==> src/rtl/axi_wr_responder.sv <==
// axi_wr_responder: AXI3-style write subordinate for HBM benchmark loopback.
// Queues AW, sinks W against the head burst, returns delayed B responses.
module axi_wr_responder #(
  parameter int ADDR_WIDTH = 33,
  parameter int DATA_WIDTH = 256,
  parameter int ID_WIDTH   = 5,
  parameter int FIFO_DEPTH = 8,
  parameter int B_LATENCY  = 4
) (
  input  logic                    clk,
  input  logic                    rst_n,
  input  logic                    s_axi_AWVALID,
  output logic                    s_axi_AWREADY,
  input  logic [ADDR_WIDTH-1:0]   s_axi_AWADDR,
  input  logic [ID_WIDTH-1:0]     s_axi_AWID,
  input  logic [3:0]              s_axi_AWLEN,
  input  logic [2:0]              s_axi_AWSIZE,
  input  logic [1:0]              s_axi_AWBURST,
  input  logic                    s_axi_WVALID,
  output logic                    s_axi_WREADY,
  input  logic [DATA_WIDTH-1:0]   s_axi_WDATA,
  input  logic [DATA_WIDTH/8-1:0] s_axi_WSTRB,
  input  logic                    s_axi_WLAST,
  output logic                    s_axi_BVALID,
  input  logic                    s_axi_BREADY,
  output logic [ID_WIDTH-1:0]     s_axi_BID,
  output logic [1:0]              s_axi_BRESP,
  input  logic                    clear,
  output logic [63:0]             beats_accepted,
  output logic [63:0]             bursts_done,
  output logic [63:0]             resps_sent,
  output logic                    err_wlast
);
  localparam int PW = $clog2(FIFO_DEPTH);
  localparam logic [PW:0]   DEPTH = (PW+1)'(FIFO_DEPTH);
  localparam logic [PW:0]   CONE  = (PW+1)'(1);
  localparam logic [PW-1:0] PONE  = PW'(1);
  localparam logic [7:0]    LAT   = 8'(B_LATENCY);
  localparam logic [1:0]    OKAY  = 2'b00;
  localparam logic [1:0]    SLVERR = 2'b10;

  logic                  init_q;
  logic [ID_WIDTH-1:0]   aw_id_q [FIFO_DEPTH];
  logic [3:0]            aw_len_q [FIFO_DEPTH];
  logic [PW-1:0]         aw_wp_q, aw_rp_q;
  logic [PW:0]           aw_cnt_q, aw_cnt_d;
  logic [ADDR_WIDTH-1:0] dbg_awaddr_q;
  logic [ID_WIDTH-1:0]   b_id_q [FIFO_DEPTH];
  logic [1:0]            b_resp_q [FIFO_DEPTH];
  logic [PW-1:0]         b_wp_q, b_rp_q;
  logic [PW:0]           b_cnt_q, b_cnt_d;
  logic [7:0]            cd_q, cd_d;
  logic [3:0]            beat_q;
  logic                  berr_q;
  logic [63:0]           beats_q, bursts_q, resps_q;
  logic                  err_q;

  logic aw_full, aw_empty, b_full, b_empty;
  logic aw_push, w_hs, w_final, w_bad;
  logic b_push, b_pop, bvalid;
  logic [1:0] resp_new;
  logic unused_sink;

  assign aw_full  = aw_cnt_q == DEPTH;
  assign aw_empty = aw_cnt_q == '0;
  assign b_full   = b_cnt_q == DEPTH;
  assign b_empty  = b_cnt_q == '0;

  assign s_axi_AWREADY = init_q && !aw_full;
  assign aw_push = s_axi_AWVALID && s_axi_AWREADY;

  assign s_axi_WREADY = !aw_empty && !b_full;
  assign w_hs    = s_axi_WVALID && s_axi_WREADY;
  assign w_final = beat_q == aw_len_q[aw_rp_q];
  assign w_bad   = s_axi_WLAST != w_final;
  assign b_push  = w_hs && w_final;
  assign resp_new = (berr_q || w_bad) ? SLVERR : OKAY;

  assign bvalid = !b_empty && cd_q == 8'd0;
  assign b_pop  = bvalid && s_axi_BREADY;
  assign s_axi_BVALID = bvalid;
  assign s_axi_BID   = b_empty ? '0 : b_id_q[b_rp_q];
  assign s_axi_BRESP = b_empty ? OKAY : b_resp_q[b_rp_q];

  assign beats_accepted = beats_q;
  assign bursts_done    = bursts_q;
  assign resps_sent     = resps_q;
  assign err_wlast      = err_q;

  assign unused_sink = ^{dbg_awaddr_q, s_axi_AWSIZE, s_axi_AWBURST,
                         s_axi_WDATA, s_axi_WSTRB};

  // Occupancy next-state and head countdown reload on new head
  always_comb begin
    aw_cnt_d = aw_cnt_q;
    b_cnt_d  = b_cnt_q;
    cd_d     = cd_q;
    if (aw_push) aw_cnt_d = aw_cnt_d + CONE;
    if (b_push)  aw_cnt_d = aw_cnt_d - CONE;
    if (b_push)  b_cnt_d  = b_cnt_d + CONE;
    if (b_pop)   b_cnt_d  = b_cnt_d - CONE;
    if (b_push && (b_empty || (b_pop && b_cnt_q == CONE)))
      cd_d = LAT;
    else if (b_pop && b_cnt_q != CONE)
      cd_d = LAT;
    else if (cd_q != 8'd0)
      cd_d = cd_q - 8'd1;
  end

  // AWREADY is held low until the first edge after reset release
  always_ff @(posedge clk or negedge rst_n) begin
    if (!rst_n) init_q <= 1'b0;
    else        init_q <= 1'b1;
  end

  // AW FIFO of {ID, LEN}; popped by the final W beat of the head burst
  always_ff @(posedge clk or negedge rst_n) begin
    if (!rst_n) begin
      for (int i = 0; i < FIFO_DEPTH; i++) begin
        aw_id_q[i]  <= '0;
        aw_len_q[i] <= '0;
      end
      aw_wp_q      <= '0;
      aw_rp_q      <= '0;
      aw_cnt_q     <= '0;
      dbg_awaddr_q <= '0;
    end else begin
      if (aw_push) begin
        aw_id_q[aw_wp_q]  <= s_axi_AWID;
        aw_len_q[aw_wp_q] <= s_axi_AWLEN;
        aw_wp_q           <= aw_wp_q + PONE;
        dbg_awaddr_q      <= s_axi_AWADDR;
      end
      if (b_push) aw_rp_q <= aw_rp_q + PONE;
      aw_cnt_q <= aw_cnt_d;
    end
  end

  // Beat position and per-burst WLAST error mark for the head burst
  always_ff @(posedge clk or negedge rst_n) begin
    if (!rst_n) begin
      beat_q <= '0;
      berr_q <= 1'b0;
    end else if (w_hs) begin
      beat_q <= w_final ? 4'd0 : beat_q + 4'd1;
      berr_q <= w_final ? 1'b0 : (berr_q | w_bad);
    end
  end

  // B FIFO of {ID, RESP} with the head latency countdown
  always_ff @(posedge clk or negedge rst_n) begin
    if (!rst_n) begin
      for (int i = 0; i < FIFO_DEPTH; i++) begin
        b_id_q[i]   <= '0;
        b_resp_q[i] <= '0;
      end
      b_wp_q  <= '0;
      b_rp_q  <= '0;
      b_cnt_q <= '0;
      cd_q    <= '0;
    end else begin
      if (b_push) begin
        b_id_q[b_wp_q]   <= aw_id_q[aw_rp_q];
        b_resp_q[b_wp_q] <= resp_new;
        b_wp_q           <= b_wp_q + PONE;
      end
      if (b_pop) b_rp_q <= b_rp_q + PONE;
      b_cnt_q <= b_cnt_d;
      cd_q    <= cd_d;
    end
  end

  // Statistics counters and sticky error; clear wins over increments
  always_ff @(posedge clk or negedge rst_n) begin
    if (!rst_n) begin
      beats_q  <= '0;
      bursts_q <= '0;
      resps_q  <= '0;
      err_q    <= 1'b0;
    end else if (clear) begin
      beats_q  <= '0;
      bursts_q <= '0;
      resps_q  <= '0;
      err_q    <= 1'b0;
    end else begin
      if (w_hs)          beats_q  <= beats_q + 64'd1;
      if (b_push)        bursts_q <= bursts_q + 64'd1;
      if (b_pop)         resps_q  <= resps_q + 64'd1;
      if (w_hs && w_bad) err_q    <= 1'b1;
    end
  end

endmodule

==> config.mk <==
export PLATFORM = sky130hd
export DESIGN_NAME = axi_wr_responder
export DESIGN_NICKNAME = d
export VERILOG_FILES = /design/src/rtl/axi_wr_responder.sv
export SDC_FILE = /design/constraint.sdc
export NUM_CORES = 1
export LEC_CHECK = 0
export CORE_AREA = 2 2 211 213
export CTS_CLUSTER_SIZE = 16
export DETAILED_ROUTE_END_ITERATION = 16
export DIE_AREA = 0 0 213 215
export PLACE_DENSITY = 0.75
export SLEW_MARGIN = 20
export SYNTH_ARGS = -nofsm -noshare
export SYNTH_HDL_FRONTEND = slang
export SYNTH_SLANG_ARGS = --single-unit
==> constraint.sdc <==
create_clock -name clk -period 4.3 [get_ports clk]
set_input_delay 0.86 -clock clk [delete_from_list [all_inputs] [get_ports clk]]
set_output_delay 0.86 -clock clk [all_outputs]
set_load 0.02 [all_outputs]
==> impl_metrics.prom, run 1 <==
# TYPE chip_impl_metric gauge
chip_impl_info{name="status",value="completed"} 1
chip_impl_metric{name="pwr_density_cell",unit="nW/um^2"} 472
chip_impl_metric{name="routed_wire_length_per_instance",unit="um"} 17.3
chip_impl_metric{name="syn-instance-count",unit=""} 1555
chip_impl_metric{name="cp_data_arrival_time",unit="ns"} 4.27
chip_impl_metric{name="min_period",unit="ns"} 3.81
chip_impl_info{name="mostFrequentLayoutCells",value="347 x dfrtp_1, 215 x clkdlybuf4s50_1, 181 x nor2_1, 128 x mux2_2, 105 x nand2_1"} 1
chip_impl_info{name="cpMaxStageDelayCell",value="or4_1"} 1
chip_impl_metric{name="setup_viol_count_final",unit=""} 0
chip_impl_metric{name="syn_area",unit="um^2"} 16900
chip_impl_info{name="timing.rr.end",value="bursts_done[40]$_DFFE_PN0P_"} 1
chip_impl_metric{name="worst_skew_pair.late_latency",unit="ns"} 0.55
chip_impl_metric{name="cts_htree_levels",unit=""} 2
chip_impl_info{name="path_common_cell",value="buf_4"} 1
chip_impl_metric{name="final-instance-count-excl-fill",unit=""} 2402
chip_impl_metric{name="gp_routability_congestion",unit=""} 0.839
chip_impl_info{name="path_cells",value="buf_4, mux4_2, xor2_1, o2111ai_2, buf_4, or4_1, or3_1, a21oi_1"} 1
chip_impl_metric{name="layout.area.seq",unit="um^2"} 8680
chip_impl_metric{name="synth-seq-area-share",unit=""} 0.513
chip_impl_metric{name="grt.overflow.total",unit=""} 0
chip_impl_metric{name="routed-wl-met3",unit="um"} 2010
chip_impl_metric{name="yosys_warnings",unit=""} 0
chip_impl_info{name="mostFrequentLayoutCell",value="dfrtp_1"} 1
chip_impl_metric{name="slew_viol_final",unit=""} 0
chip_impl_info{name="routed.top_layer",value="met5"} 1
chip_impl_metric{name="first_pass_iteration_count_of_the_detailed_router",unit=""} 7
chip_impl_metric{name="grt_first_pass_wirelength",unit="um"} 67700
chip_impl_info{name="startpoint_type_of_the_worst_setup_path",value="flop"} 1
chip_impl_info{name="reg2reg_from",value="aw_rp_q[1]$_DFFE_PN0P_"} 1
chip_impl_metric{name="initial_core_util",unit=""} 0.388
chip_impl_metric{name="count_of_hold_buffers_inserted_by_post_cts_repair",unit=""} 0
chip_impl_info{name="min_path_type",value="primary input to async pin"} 1
chip_impl_metric{name="dp.cells",unit=""} 2331
chip_impl_metric{name="final.hold.worst_slack",unit="ns"} 0.350
chip_impl_metric{name="p_leak",unit="nW"} 8.66
chip_impl_metric{name="final.setup.tns",unit="ns"} 0
chip_impl_info{name="critical_path_class",value="flop to flop"} 1
chip_impl_metric{name="grt_antenna_before_repair",unit=""} 1
chip_impl_info{name="synth_top_flop_cell",value="dfrtp_1"} 1
chip_impl_metric{name="timing.critical_path.slowest_cell_delay",unit="ns"} 0.71
chip_impl_metric{name="worst-endpoint-required",unit="ns"} 4.75
chip_impl_metric{name="core",unit="um^2"} 43600
chip_impl_metric{name="die_w",unit="um"} 213
chip_impl_info{name="cp_capture_type",value="flop"} 1
chip_impl_metric{name="met2_length",unit="um"} 19700
chip_impl_metric{name="avgSynthCellArea",unit="um^2"} 10.9
chip_impl_metric{name="drv_cap",unit=""} 0
chip_impl_metric{name="layout-area-overhead-vs-synth",unit="%"} 25.1
chip_impl_metric{name="r2r_cells",unit=""} 8
chip_impl_metric{name="cts-resized-gates",unit=""} 0
chip_impl_metric{name="yosys_register_bits",unit=""} 347
chip_impl_info{name="ctsRootBufferMaster",value="clkbuf_16"} 1
chip_impl_metric{name="via_count",unit=""} 12900
chip_impl_metric{name="wirelength_met1",unit="um"} 18600
chip_impl_metric{name="grt_start_max_net_pins",unit=""} 129
chip_impl_metric{name="grt_pass1_vias",unit=""} 13000
chip_impl_metric{name="total_wire_length",unit="um"} 41500
chip_impl_metric{name="grt_usage",unit=""} 0.181
chip_impl_metric{name="rrSetupSlack",unit="ns"} 0.49
chip_impl_metric{name="worst_pin_slew",unit="ns"} 1.01
chip_impl_metric{name="post-dp-hpwl",unit="um"} 28400
chip_impl_metric{name="postCtsSetupRepairBufs",unit=""} 0
chip_impl_metric{name="syn-num-nets",unit=""} 1914
chip_impl_metric{name="cts_made_buffers",unit=""} 40
chip_impl_metric{name="post_route_cells_drive_above_1_share",unit=""} 0.149
chip_impl_metric{name="stdcell_area",unit="um^2"} 21200
chip_impl_metric{name="total_placed_instance_area",unit="um^2"} 19900
chip_impl_metric{name="timing.slew.headroom",unit=""} 0.330
chip_impl_metric{name="totalPowerFinal",unit="mW"} 9.99
chip_impl_metric{name="vias_per_cell",unit=""} 5.37
chip_impl_info{name="grt_setup_unrepaired",value="no"} 1
chip_impl_metric{name="route.detailed.drc",unit=""} 0
chip_impl_metric{name="clock-sinks",unit=""} 347
chip_impl_metric{name="insertedDiodeCount",unit=""} 0
chip_impl_metric{name="layout.nets",unit=""} 2140
chip_impl_metric{name="synth.distinct_cells",unit=""} 52
chip_impl_metric{name="layout_worst_path_cycle_share",unit=""} 0.887
chip_impl_metric{name="vdd_ir_drop_max",unit="mV"} 0.443
chip_impl_metric{name="clkTransAtPathRegs",unit="ns"} 0.05
chip_impl_metric{name="die-area",unit="um^2"} 45800
chip_impl_metric{name="die_h",unit="um"} 215
chip_impl_metric{name="multiInputGateArea",unit="um^2"} 7910
chip_impl_metric{name="clock_path_buffers",unit=""} 3
chip_impl_metric{name="io_buffers",unit=""} 217
chip_impl_metric{name="synth_edf_count",unit=""} 0
chip_impl_metric{name="drtAntennaViolNets",unit=""} 0
chip_impl_metric{name="io_pins",unit=""} 545
chip_impl_metric{name="nFillCells",unit=""} 3913
chip_impl_metric{name="rows",unit=""} 77
chip_impl_metric{name="max_clock_freq",unit="MHz"} 262
chip_impl_info{name="tritoncts",value="built"} 1
chip_impl_metric{name="first_iter_violations",unit=""} 1142
chip_impl_metric{name="async_flop_share",unit=""} 1.00
chip_impl_metric{name="timing.final.hold_violations",unit=""} 0
chip_impl_metric{name="final.setup_skew",unit="ns"} 0.0218
chip_impl_metric{name="timing.critical_path.fanout_max",unit=""} 18
## critical path: cells and delay by family, from the launching register on
kind	cells	cell delay, ns
compound gates	2	0.62
xor+xnor	1	0.26
buf+inv	2	0.69
flops	1	0.48
mux	1	0.59
simple gates	2	1.09
## how the worst max path moves through the flow
stage | to | cells past startpoint | from
3_3_place_gp | bursts_done[52]$_DFFE_PN0P_ | 8 | aw_rp_q[1]$_DFFE_PN0P_
6_report | bursts_done[40]$_DFFE_PN0P_ | 8 | aw_rp_q[1]$_DFFE_PN0P_
2_1_floorplan | b_cnt_q[2]$_DFF_PN0_ | 13 | aw_rp_q[0]$_DFFE_PN0P_
3_5_place_dp | bursts_done[52]$_DFFE_PN0P_ | 8 | aw_rp_q[1]$_DFFE_PN0P_
5_1_grt | bursts_done[52]$_DFFE_PN0P_ | 9 | aw_rp_q[0]$_DFFE_PN0P_
4_1_cts | s_axi_BID[3] | 4 | b_rp_q[0]$_DFFE_PN0P_
## logic make-up (layout without fill, tap and decap cells)
kind of cell	Yosys count	in the layout	share of synthesized area
adder cells (fa/ha/maj)	17	17	0.0126
flip-flops	347	347	0.513
other	2	2	0.000444
XOR/XNOR	172	172	0.0890
buffers and inverters	92	347	0.0213
multiplexers	177	177	0.133
AND/OR/NAND/NOR	633	633	0.192
AO/OA/AOI/OAI	115	115	0.0380
## flip-flops by register name (all words and copies together) (netlist names)
name,count
aw_cnt_q,4
b_resp_q,8
beat_q,4
cd_q,8
b_rp_q,3
aw_rp_q,3
berr_q,1
b_wp_q,3
bursts_done,64
aw_wp_q,3
err_wlast,1
init_q,1
aw_len_q,32
resps_sent,64
b_cnt_q,4
aw_id_q,40
beats_accepted,64
b_id_q,40
## cells in the mapped netlist, types with 4 or more instances
| master | instances | area share |
|---|---|---|
| dfrtp_1 | 347 | 0.51 |
| inv_1 | 27 | 0.0060 |
| nand2_1 | 105 | 0.023 |
| and2_1 | 11 | 0.0041 |
| xnor2_1 | 74 | 0.038 |
| xor2_1 | 98 | 0.051 |
| ha_1 | 17 | 0.013 |
| nor2_1 | 181 | 0.040 |
| nand3_1 | 84 | 0.025 |
| mux2_2 | 128 | 0.085 |
| nand2b_1 | 4 | 0.0015 |
| mux4_2 | 26 | 0.035 |
| nor3_1 | 36 | 0.011 |
| nand4_1 | 54 | 0.020 |
| buf_2 | 6 | 0.0018 |
| nor2b_1 | 5 | 0.0018 |
| and4_1 | 21 | 0.011 |
| o31ai_1 | 5 | 0.0022 |
| and3_1 | 33 | 0.012 |
| or4_1 | 11 | 0.0049 |
| a21oi_1 | 52 | 0.015 |
| clkbuf_1 | 47 | 0.010 |
| mux2i_1 | 23 | 0.014 |
| o21ai_0 | 43 | 0.013 |
| nor4_1 | 26 | 0.0096 |
| or3_1 | 41 | 0.015 |
| buf_1 | 10 | 0.0022 |
## stage by stage
| step | setup WS (ns) | utilization |
|---|---|---|
| 2_1_floorplan | 1.22 | - |
| 3_5_place_dp | 0.523 | 0.456 |
| 3_3_place_gp | 0.671 | 0.456 |
| 5_1_grt | 0.239 | 0.485 |
| 6_report | 0.485 | 0.485 |
| 4_1_cts | 0.458 | 0.485 |
## routing by layer
| metal | vias up | track usage |
|---|---|---|
| met5 | - | 0 |
| met4 | 2 | 0.0634 |
| met3 | 78 | 0.0304 |
| met2 | 320 | 0.291 |
| met1 | 6537 | 0.247 |
| li1 | 5955 | - |
## where the power goes
group	leakage, nW	total, mW	internal [mW]	switching [mW]
clock	0.623	3.28	1.93	1.35
combinational	3.38	2.39	1.20	1.19
sequential	4.65	4.31	3.84	0.467
total	8.66	9.99	6.98	3.01
## layout make-up
type,count,area share
Clock buffer,53,0.0520
Clock inverter,18,0.00792
Inverter,27,0.00478
Multi-Input combinational cell,1116,0.373
Sequential cell,347,0.410
Tap cell,592,0.0350
Timing Repair Buffer,249,0.117
No activity file was read; power rests on OpenSTA's default activity.
==> run 2, diff against run 1 <==
CORE_AREA = default   (was 2 2 211 213)
CORE_ASPECT_RATIO = 0.8   (was default)
CORE_MARGIN = 2   (was default)
CORE_UTILIZATION = 42   (was default)
DIE_AREA = default   (was 0 0 213 215)
PLACE_DENSITY = 0.83   (was 0.75)
clock period = 3.12 ns   (was 4.3 ns; I/O delays follow)
==> impl_metrics.prom, run 2 (same netlist as run 1, synthesis figures left out) <==
# TYPE chip_impl_metric gauge
chip_impl_info{name="status",value="completed"} 1
chip_impl_metric{name="grt_first_pass_wirelength",unit="um"} 70800
chip_impl_metric{name="layout.nets",unit=""} 2183
chip_impl_metric{name="io_pins",unit=""} 545
chip_impl_metric{name="layout-area-overhead-vs-synth",unit="%"} 27.6
chip_impl_metric{name="p_leak",unit="nW"} 8.97
chip_impl_metric{name="drtAntennaViolNets",unit=""} 0
chip_impl_metric{name="cts_htree_levels",unit=""} 2
chip_impl_metric{name="post-dp-hpwl",unit="um"} 30200
chip_impl_metric{name="min_period",unit="ns"} 3.05
chip_impl_metric{name="grt_start_max_net_pins",unit=""} 90
chip_impl_metric{name="first_pass_iteration_count_of_the_detailed_router",unit=""} 7
chip_impl_metric{name="dp.cells",unit=""} 2316
chip_impl_metric{name="worst-endpoint-required",unit="ns"} 3.52
chip_impl_metric{name="final.hold.worst_slack",unit="ns"} 0.0751
chip_impl_metric{name="vdd_ir_drop_max",unit="mV"} 0.545
chip_impl_metric{name="cts_made_buffers",unit=""} 38
chip_impl_info{name="min_path_type",value="primary input to async pin"} 1
chip_impl_metric{name="die-area",unit="um^2"} 41900
chip_impl_metric{name="grt_usage",unit=""} 0.207
chip_impl_metric{name="max_clock_freq",unit="MHz"} 328
chip_impl_metric{name="timing.final.hold_violations",unit=""} 0
chip_impl_metric{name="total_wire_length",unit="um"} 43700
chip_impl_metric{name="pwr_density_cell",unit="nW/um^2"} 653
chip_impl_info{name="tritoncts",value="built"} 1
chip_impl_metric{name="timing.slew.headroom",unit=""} 0.549
chip_impl_metric{name="drv_cap",unit=""} 0
chip_impl_info{name="timing.rr.end",value="b_id_q[13]$_DFFE_PN0P_"} 1
chip_impl_metric{name="worst_skew_pair.late_latency",unit="ns"} 0.54
chip_impl_info{name="mostFrequentLayoutCell",value="dfrtp_1"} 1
chip_impl_info{name="startpoint_type_of_the_worst_setup_path",value="flop"} 1
chip_impl_metric{name="die_h",unit="um"} 184
chip_impl_metric{name="setup_viol_count_final",unit=""} 0
chip_impl_metric{name="rrSetupSlack",unit="ns"} 0.07
chip_impl_info{name="reg2reg_from",value="aw_rp_q[1]$_DFFE_PN0P_"} 1
chip_impl_metric{name="post_route_cells_drive_above_1_share",unit=""} 0.176
chip_impl_metric{name="cp_data_arrival_time",unit="ns"} 3.44
chip_impl_metric{name="worst_pin_slew",unit="ns"} 0.677
chip_impl_metric{name="route.detailed.drc",unit=""} 0
chip_impl_metric{name="grt_antenna_before_repair",unit=""} 2
chip_impl_metric{name="clkTransAtPathRegs",unit="ns"} 0.06
chip_impl_metric{name="slew_viol_final",unit=""} 0
chip_impl_info{name="ctsRootBufferMaster",value="clkbuf_16"} 1
chip_impl_metric{name="layout.area.seq",unit="um^2"} 8690
chip_impl_metric{name="nFillCells",unit=""} 3288
chip_impl_metric{name="grt.overflow.total",unit=""} 0
chip_impl_metric{name="timing.critical_path.fanout_max",unit=""} 11
chip_impl_metric{name="final-instance-count-excl-fill",unit=""} 2389
chip_impl_info{name="origin_of_the_worst_setup_path",value="aw_rp_q[1]$_DFFE_PN0P_"} 1
chip_impl_metric{name="initial_core_util",unit=""} 0.427
chip_impl_metric{name="clock-sinks",unit=""} 347
chip_impl_metric{name="met2_length",unit="um"} 21300
chip_impl_metric{name="via_count",unit=""} 13200
chip_impl_metric{name="core",unit="um^2"} 39600
chip_impl_metric{name="first_iter_violations",unit=""} 927
chip_impl_metric{name="routed-wl-met3",unit="um"} 2140
chip_impl_metric{name="gp_routability_congestion",unit=""} 0.850
chip_impl_info{name="routed.top_layer",value="met4"} 1
chip_impl_metric{name="wirelength_met1",unit="um"} 18800
chip_impl_info{name="cp_capture_type",value="flop"} 1
chip_impl_metric{name="r2r_cells",unit=""} 11
chip_impl_metric{name="die_w",unit="um"} 228
chip_impl_metric{name="io_buffers",unit=""} 217
chip_impl_metric{name="grt_pass1_vias",unit=""} 13400
chip_impl_metric{name="final.setup_skew",unit="ns"} 0.0290
chip_impl_metric{name="routed_wire_length_per_instance",unit="um"} 18.3
chip_impl_info{name="critical_path_class",value="flop to flop"} 1
chip_impl_info{name="critical_path.endpoint",value="b_id_q[13]$_DFFE_PN0P_"} 1
chip_impl_metric{name="multiInputGateArea",unit="um^2"} 8000
chip_impl_info{name="mostFrequentLayoutCells",value="344 x dfrtp_1, 209 x clkdlybuf4s50_1, 181 x nor2_1, 128 x mux2_2, 105 x nand2_1"} 1
chip_impl_metric{name="layout_worst_path_cycle_share",unit=""} 0.976
chip_impl_metric{name="rows",unit=""} 65
chip_impl_metric{name="vias_per_cell",unit=""} 5.53
chip_impl_metric{name="clock_path_buffers",unit=""} 3
-- run 2: cell types whose count changed in the layout (fill, tap and decap cells not counted), moves of 4 or more --
cell,change
clkdlybuf4s50_1,-6
clkinv_2,-4
dlygate4sd2_1,+5
buf_6,+4
buf_4,+39
-- run 2: final cells by class --
| class | count | area share |
|---|---|---|
| Sequential cell | 347 | 0.402 |
| Multi-Input combinational cell | 1116 | 0.370 |
| Timing Repair Buffer | 294 | 0.132 |
| Clock buffer | 54 | 0.0496 |
| Tap cell | 536 | 0.0310 |
| Clock inverter | 13 | 0.00979 |
| Inverter | 27 | 0.00469 |
| Antenna cell | 2 | 0.000232 |
-- run 2: repair_timing --
action	4_1_cts	5_1_grt
hold buffers	0	0
setup buffers	0	4
resized for setup	15	19
pin swaps	1	6
setup endpoints to repair	24	24
-- run 2: how the worst min path moves through the flow --
stage / from / endpoint / slack (ns) / cells after the start
final: rst_n / bursts_done[51]$_DFFE_PN0P_ / 0.08 / 1
after global routing: rst_n / bursts_done[51]$_DFFE_PN0P_ / 0.11 / 1
after CTS: rst_n / bursts_done[51]$_DFFE_PN0P_ / 0.07 / 1
after detailed placement: berr_q$_DFFE_PN0P_ / berr_q$_DFFE_PN0P_ / 0.48 / 2
after global placement: berr_q$_DFFE_PN0P_ / berr_q$_DFFE_PN0P_ / 0.47 / 2
after floorplan: rst_n / aw_cnt_q[0]$_DFF_PN0_ / 0.33 / 0
-- run 2: metal layers --
layer,vias up,global-route usage
met5,-,0
met2,383,0.348
li1,6044,-
met4,0,0.0779
met1,6684,0.272
met3,105,0.0344
-- run 2: critical path, cell delays in order (launching register included) --
cell       delay [ns]
dfrtp_2          0.43
mux4_2           0.57
mux2i_4          0.23
xor2_2           0.18
o2111ai_2        0.21
buf_6            0.20
nor2_1           0.14
buf_6            0.16
buf_4            0.16
nand4b_1         0.12
buf_4            0.22
mux2_2           0.28
-- run 2: through the flow --
stage | setup slack [ns] | cell area [um^2] | TNS (ns) | util | power [mW]
after floorplan | 0.0387 | 16900 | 0 | - | 8.19
after global placement | -0.0178 | 20200 | -0.0940 | 0.509 | 9.13
after detailed placement | -0.0637 | 20200 | -0.573 | 0.509 | 9.36
after CTS | 0.0116 | 21500 | 0 | 0.542 | 14.1
after global routing | -0.0307 | 21600 | -0.293 | 0.546 | 14.8
final | 0.0749 | 21600 | 0 | 0.546 | 14.1
-- run 2: power breakdown --
part	internal, mW	leakage [nW]	switching, mW	total (mW)
sequential	5.30	4.65	0.631	5.93
clock	2.81	0.626	1.85	4.66
combinational	1.81	3.70	1.72	3.53
total	9.92	8.97	4.19	14.1
==> run 3, diff against run 2 <==
SKIP_LAST_GASP = 1   (was default)
SLEW_MARGIN = default   (was 20)
TNS_END_PERCENT = 50   (was default)
==> impl_metrics.prom, run 3 (same netlist as run 1, synthesis figures left out) <==
# TYPE chip_impl_metric gauge
chip_impl_metric{name="dpl_worst_slack",unit="ns"} -0.0637
chip_impl_metric{name="route.detailed.drc",unit=""} 0
chip_impl_metric{name="layout.area.seq",unit="um^2"} 8690
chip_impl_info{name="path_cells",value="inv_1, ha_1, nor3b_2, buf_4, nor2_1, clkdlybuf4s50_1"} 1
chip_impl_metric{name="grt_start_max_net_pins",unit=""} 90
chip_impl_metric{name="cp_data_arrival_time",unit="ns"} 2.42
chip_impl_metric{name="via_count",unit=""} 13200
chip_impl_metric{name="grt_first_pass_wirelength",unit="um"} 70800
chip_impl_info{name="mostFrequentLayoutCell",value="dfrtp_1"} 1
chip_impl_metric{name="p_leak",unit="nW"} 8.95
chip_impl_info{name="cp_capture_type",value="primary output"} 1
chip_impl_info{name="tritoncts",value="built"} 1
chip_impl_metric{name="clock_path_buffers",unit=""} 3
chip_impl_metric{name="grt_pass1_vias",unit=""} 13400
chip_impl_info{name="critical_path_class",value="flop to primary output"} 1
chip_impl_info{name="min_path_type",value="primary input to async pin"} 1
chip_impl_metric{name="pwr_density_cell",unit="nW/um^2"} 653
chip_impl_metric{name="timing.final.hold_violations",unit=""} 0
chip_impl_metric{name="total_placed_instance_area",unit="um^2"} 20200
chip_impl_info{name="status",value="completed"} 1
chip_impl_metric{name="multiInputGateArea",unit="um^2"} 7990
chip_impl_metric{name="slew_viol_final",unit=""} 0
chip_impl_metric{name="worst-endpoint-required",unit="ns"} 2.50
chip_impl_metric{name="die-area",unit="um^2"} 41900
chip_impl_info{name="grt_setup_unrepaired",value="yes"} 1
chip_impl_metric{name="die_h",unit="um"} 184
chip_impl_metric{name="vias_per_cell",unit=""} 5.53
chip_impl_metric{name="timing.critical_path.slowest_cell_delay",unit="ns"} 0.57
chip_impl_metric{name="gp_routability_congestion",unit=""} 0.850
chip_impl_info{name="cpMaxStageDelayCell",value="clkdlybuf4s50_1"} 1
chip_impl_info{name="reg2reg_from",value="aw_rp_q[1]$_DFFE_PN0P_"} 1
chip_impl_metric{name="core",unit="um^2"} 39600
chip_impl_metric{name="grt_antenna_before_repair",unit=""} 2
chip_impl_metric{name="cts_htree_levels",unit=""} 2
chip_impl_metric{name="r2r_cells",unit=""} 11
chip_impl_metric{name="timing.critical_path.fanout_max",unit=""} 9
chip_impl_metric{name="worst_slack_setup_final",unit="ns"} 0.0775
chip_impl_metric{name="min_period",unit="ns"} 3.04
chip_impl_metric{name="first_iter_violations",unit=""} 958
chip_impl_metric{name="postLayoutCoreUtil",unit=""} 0.546
chip_impl_metric{name="totalPowerFinal",unit="mW"} 14.1
chip_impl_metric{name="worst_skew_pair.late_latency",unit="ns"} 0.54
chip_impl_metric{name="first_pass_iteration_count_of_the_detailed_router",unit=""} 5
chip_impl_metric{name="grt_usage",unit=""} 0.208
chip_impl_info{name="startpoint_type_of_the_worst_setup_path",value="flop"} 1
chip_impl_metric{name="io_pins",unit=""} 545
chip_impl_metric{name="vdd_ir_drop_max",unit="mV"} 0.545
chip_impl_metric{name="routed_wire_length_per_instance",unit="um"} 18.3
chip_impl_metric{name="count_of_hold_buffers_inserted_by_post_cts_repair",unit=""} 0
chip_impl_metric{name="layout_worst_path_cycle_share",unit=""} 0.975
chip_impl_metric{name="post_route_cells_drive_above_1_share",unit=""} 0.176
chip_impl_metric{name="cts_made_buffers",unit=""} 38
chip_impl_metric{name="setup_viol_count_final",unit=""} 0
chip_impl_metric{name="final.setup_skew",unit="ns"} 0.0283
chip_impl_metric{name="final.setup.tns",unit="ns"} 0
chip_impl_metric{name="dp.cells",unit=""} 2316
chip_impl_metric{name="layout-area-overhead-vs-synth",unit="%"} 27.7
chip_impl_metric{name="nFillCells",unit=""} 3294
chip_impl_metric{name="worst_pin_slew",unit="ns"} 0.676
chip_impl_metric{name="drv_cap",unit=""} 0
chip_impl_metric{name="stdcell_area",unit="um^2"} 21600
chip_impl_info{name="ctsRootBufferMaster",value="clkbuf_16"} 1
chip_impl_metric{name="layout.nets",unit=""} 2185
chip_impl_metric{name="post-dp-hpwl",unit="um"} 30200
chip_impl_metric{name="rows",unit=""} 65
chip_impl_metric{name="drtAntennaViolNets",unit=""} 0
chip_impl_metric{name="grt.overflow.total",unit=""} 0
chip_impl_metric{name="final.hold.worst_slack",unit="ns"} 0.0740
chip_impl_info{name="mostFrequentLayoutCells",value="344 x dfrtp_1, 211 x clkdlybuf4s50_1, 181 x nor2_1, 128 x mux2_2, 105 x nand2_1"} 1
chip_impl_info{name="timing.rr.end",value="b_id_q[13]$_DFFE_PN0P_"} 1
chip_impl_metric{name="max_clock_freq",unit="MHz"} 329
chip_impl_metric{name="io_buffers",unit=""} 217
chip_impl_metric{name="timing.slew.headroom",unit=""} 0.549
chip_impl_metric{name="initial_core_util",unit=""} 0.427
chip_impl_metric{name="die_w",unit="um"} 228
chip_impl_metric{name="total_wire_length",unit="um"} 43700
chip_impl_metric{name="clkTransAtPathRegs",unit="ns"} 0.06
chip_impl_metric{name="final-instance-count-excl-fill",unit=""} 2391
chip_impl_metric{name="rrSetupSlack",unit="ns"} 0.09
chip_impl_metric{name="clock-sinks",unit=""} 347
## run 3: cell types whose count changed in the layout (fill, tap and decap cells not counted), sizes merged
cell           before  now
buf                79   81
clkdlybuf4s50     209  211
dlygate4sd2         5    3
## run 3: metal layers
metal / vias to the layer above / GRT usage / part of all wire
li1: 6039 / - / -
met1: 6682 / 0.272 / 0.43
met2: 394 / 0.348 / 0.48
met3: 112 / 0.0344 / 0.046
met4: 0 / 0.0779 / 0.036
met5: - / 0 / 0
## run 3: how the worst max path moves through the flow
stage / startpoint / endpoint / slack [ns] / cells past startpoint
6_report: b_cnt_q[0]$_DFF_PN0_ / s_axi_BID[0] / 0.08 / 6
5_1_grt: aw_rp_q[1]$_DFFE_PN0P_ / b_cnt_q[2]$_DFF_PN0_ / -0.06 / 12
4_1_cts: aw_rp_q[1]$_DFFE_PN0P_ / b_cnt_q[2]$_DFF_PN0_ / -0.09 / 12
3_5_place_dp: aw_rp_q[1]$_DFFE_PN0P_ / bursts_done[30]$_DFFE_PN0P_ / -0.06 / 8
3_3_place_gp: aw_rp_q[1]$_DFFE_PN0P_ / bursts_done[30]$_DFFE_PN0P_ / -0.02 / 8
2_1_floorplan: aw_rp_q[0]$_DFFE_PN0P_ / b_cnt_q[2]$_DFF_PN0_ / 0.04 / 13
## run 3: layout make-up
cell class | instances | area share
Tap cell | 536 | 0.0310
Multi-Input combinational cell | 1116 | 0.370
Antenna cell | 2 | 0.000232
Inverter | 27 | 0.00469
Sequential cell | 347 | 0.402
Timing Repair Buffer | 296 | 0.133
Clock inverter | 13 | 0.00978
Clock buffer | 54 | 0.0496
## run 3: repair_timing
action,CTS,global route
hold endpoints to repair,0,0
pin swaps,0,2
resized for setup,9,21
endpoints found under the setup margin,24,57
setup buffers,0,6
## run 3: power by group
part	switching, mW	internal (mW)
clock network	1.84	2.81
registers	0.626	5.30
logic	1.73	1.81
total	4.19	9.93
## run 3: critical path: cells and delay by family (launching register included)
kind / cells / cell delay (ns)
and+or+nand+nor: 2 / 0.38
buffers and inverters: 3 / 0.92
DFF: 1 / 0.44
adders and majority gates: 1 / 0.17
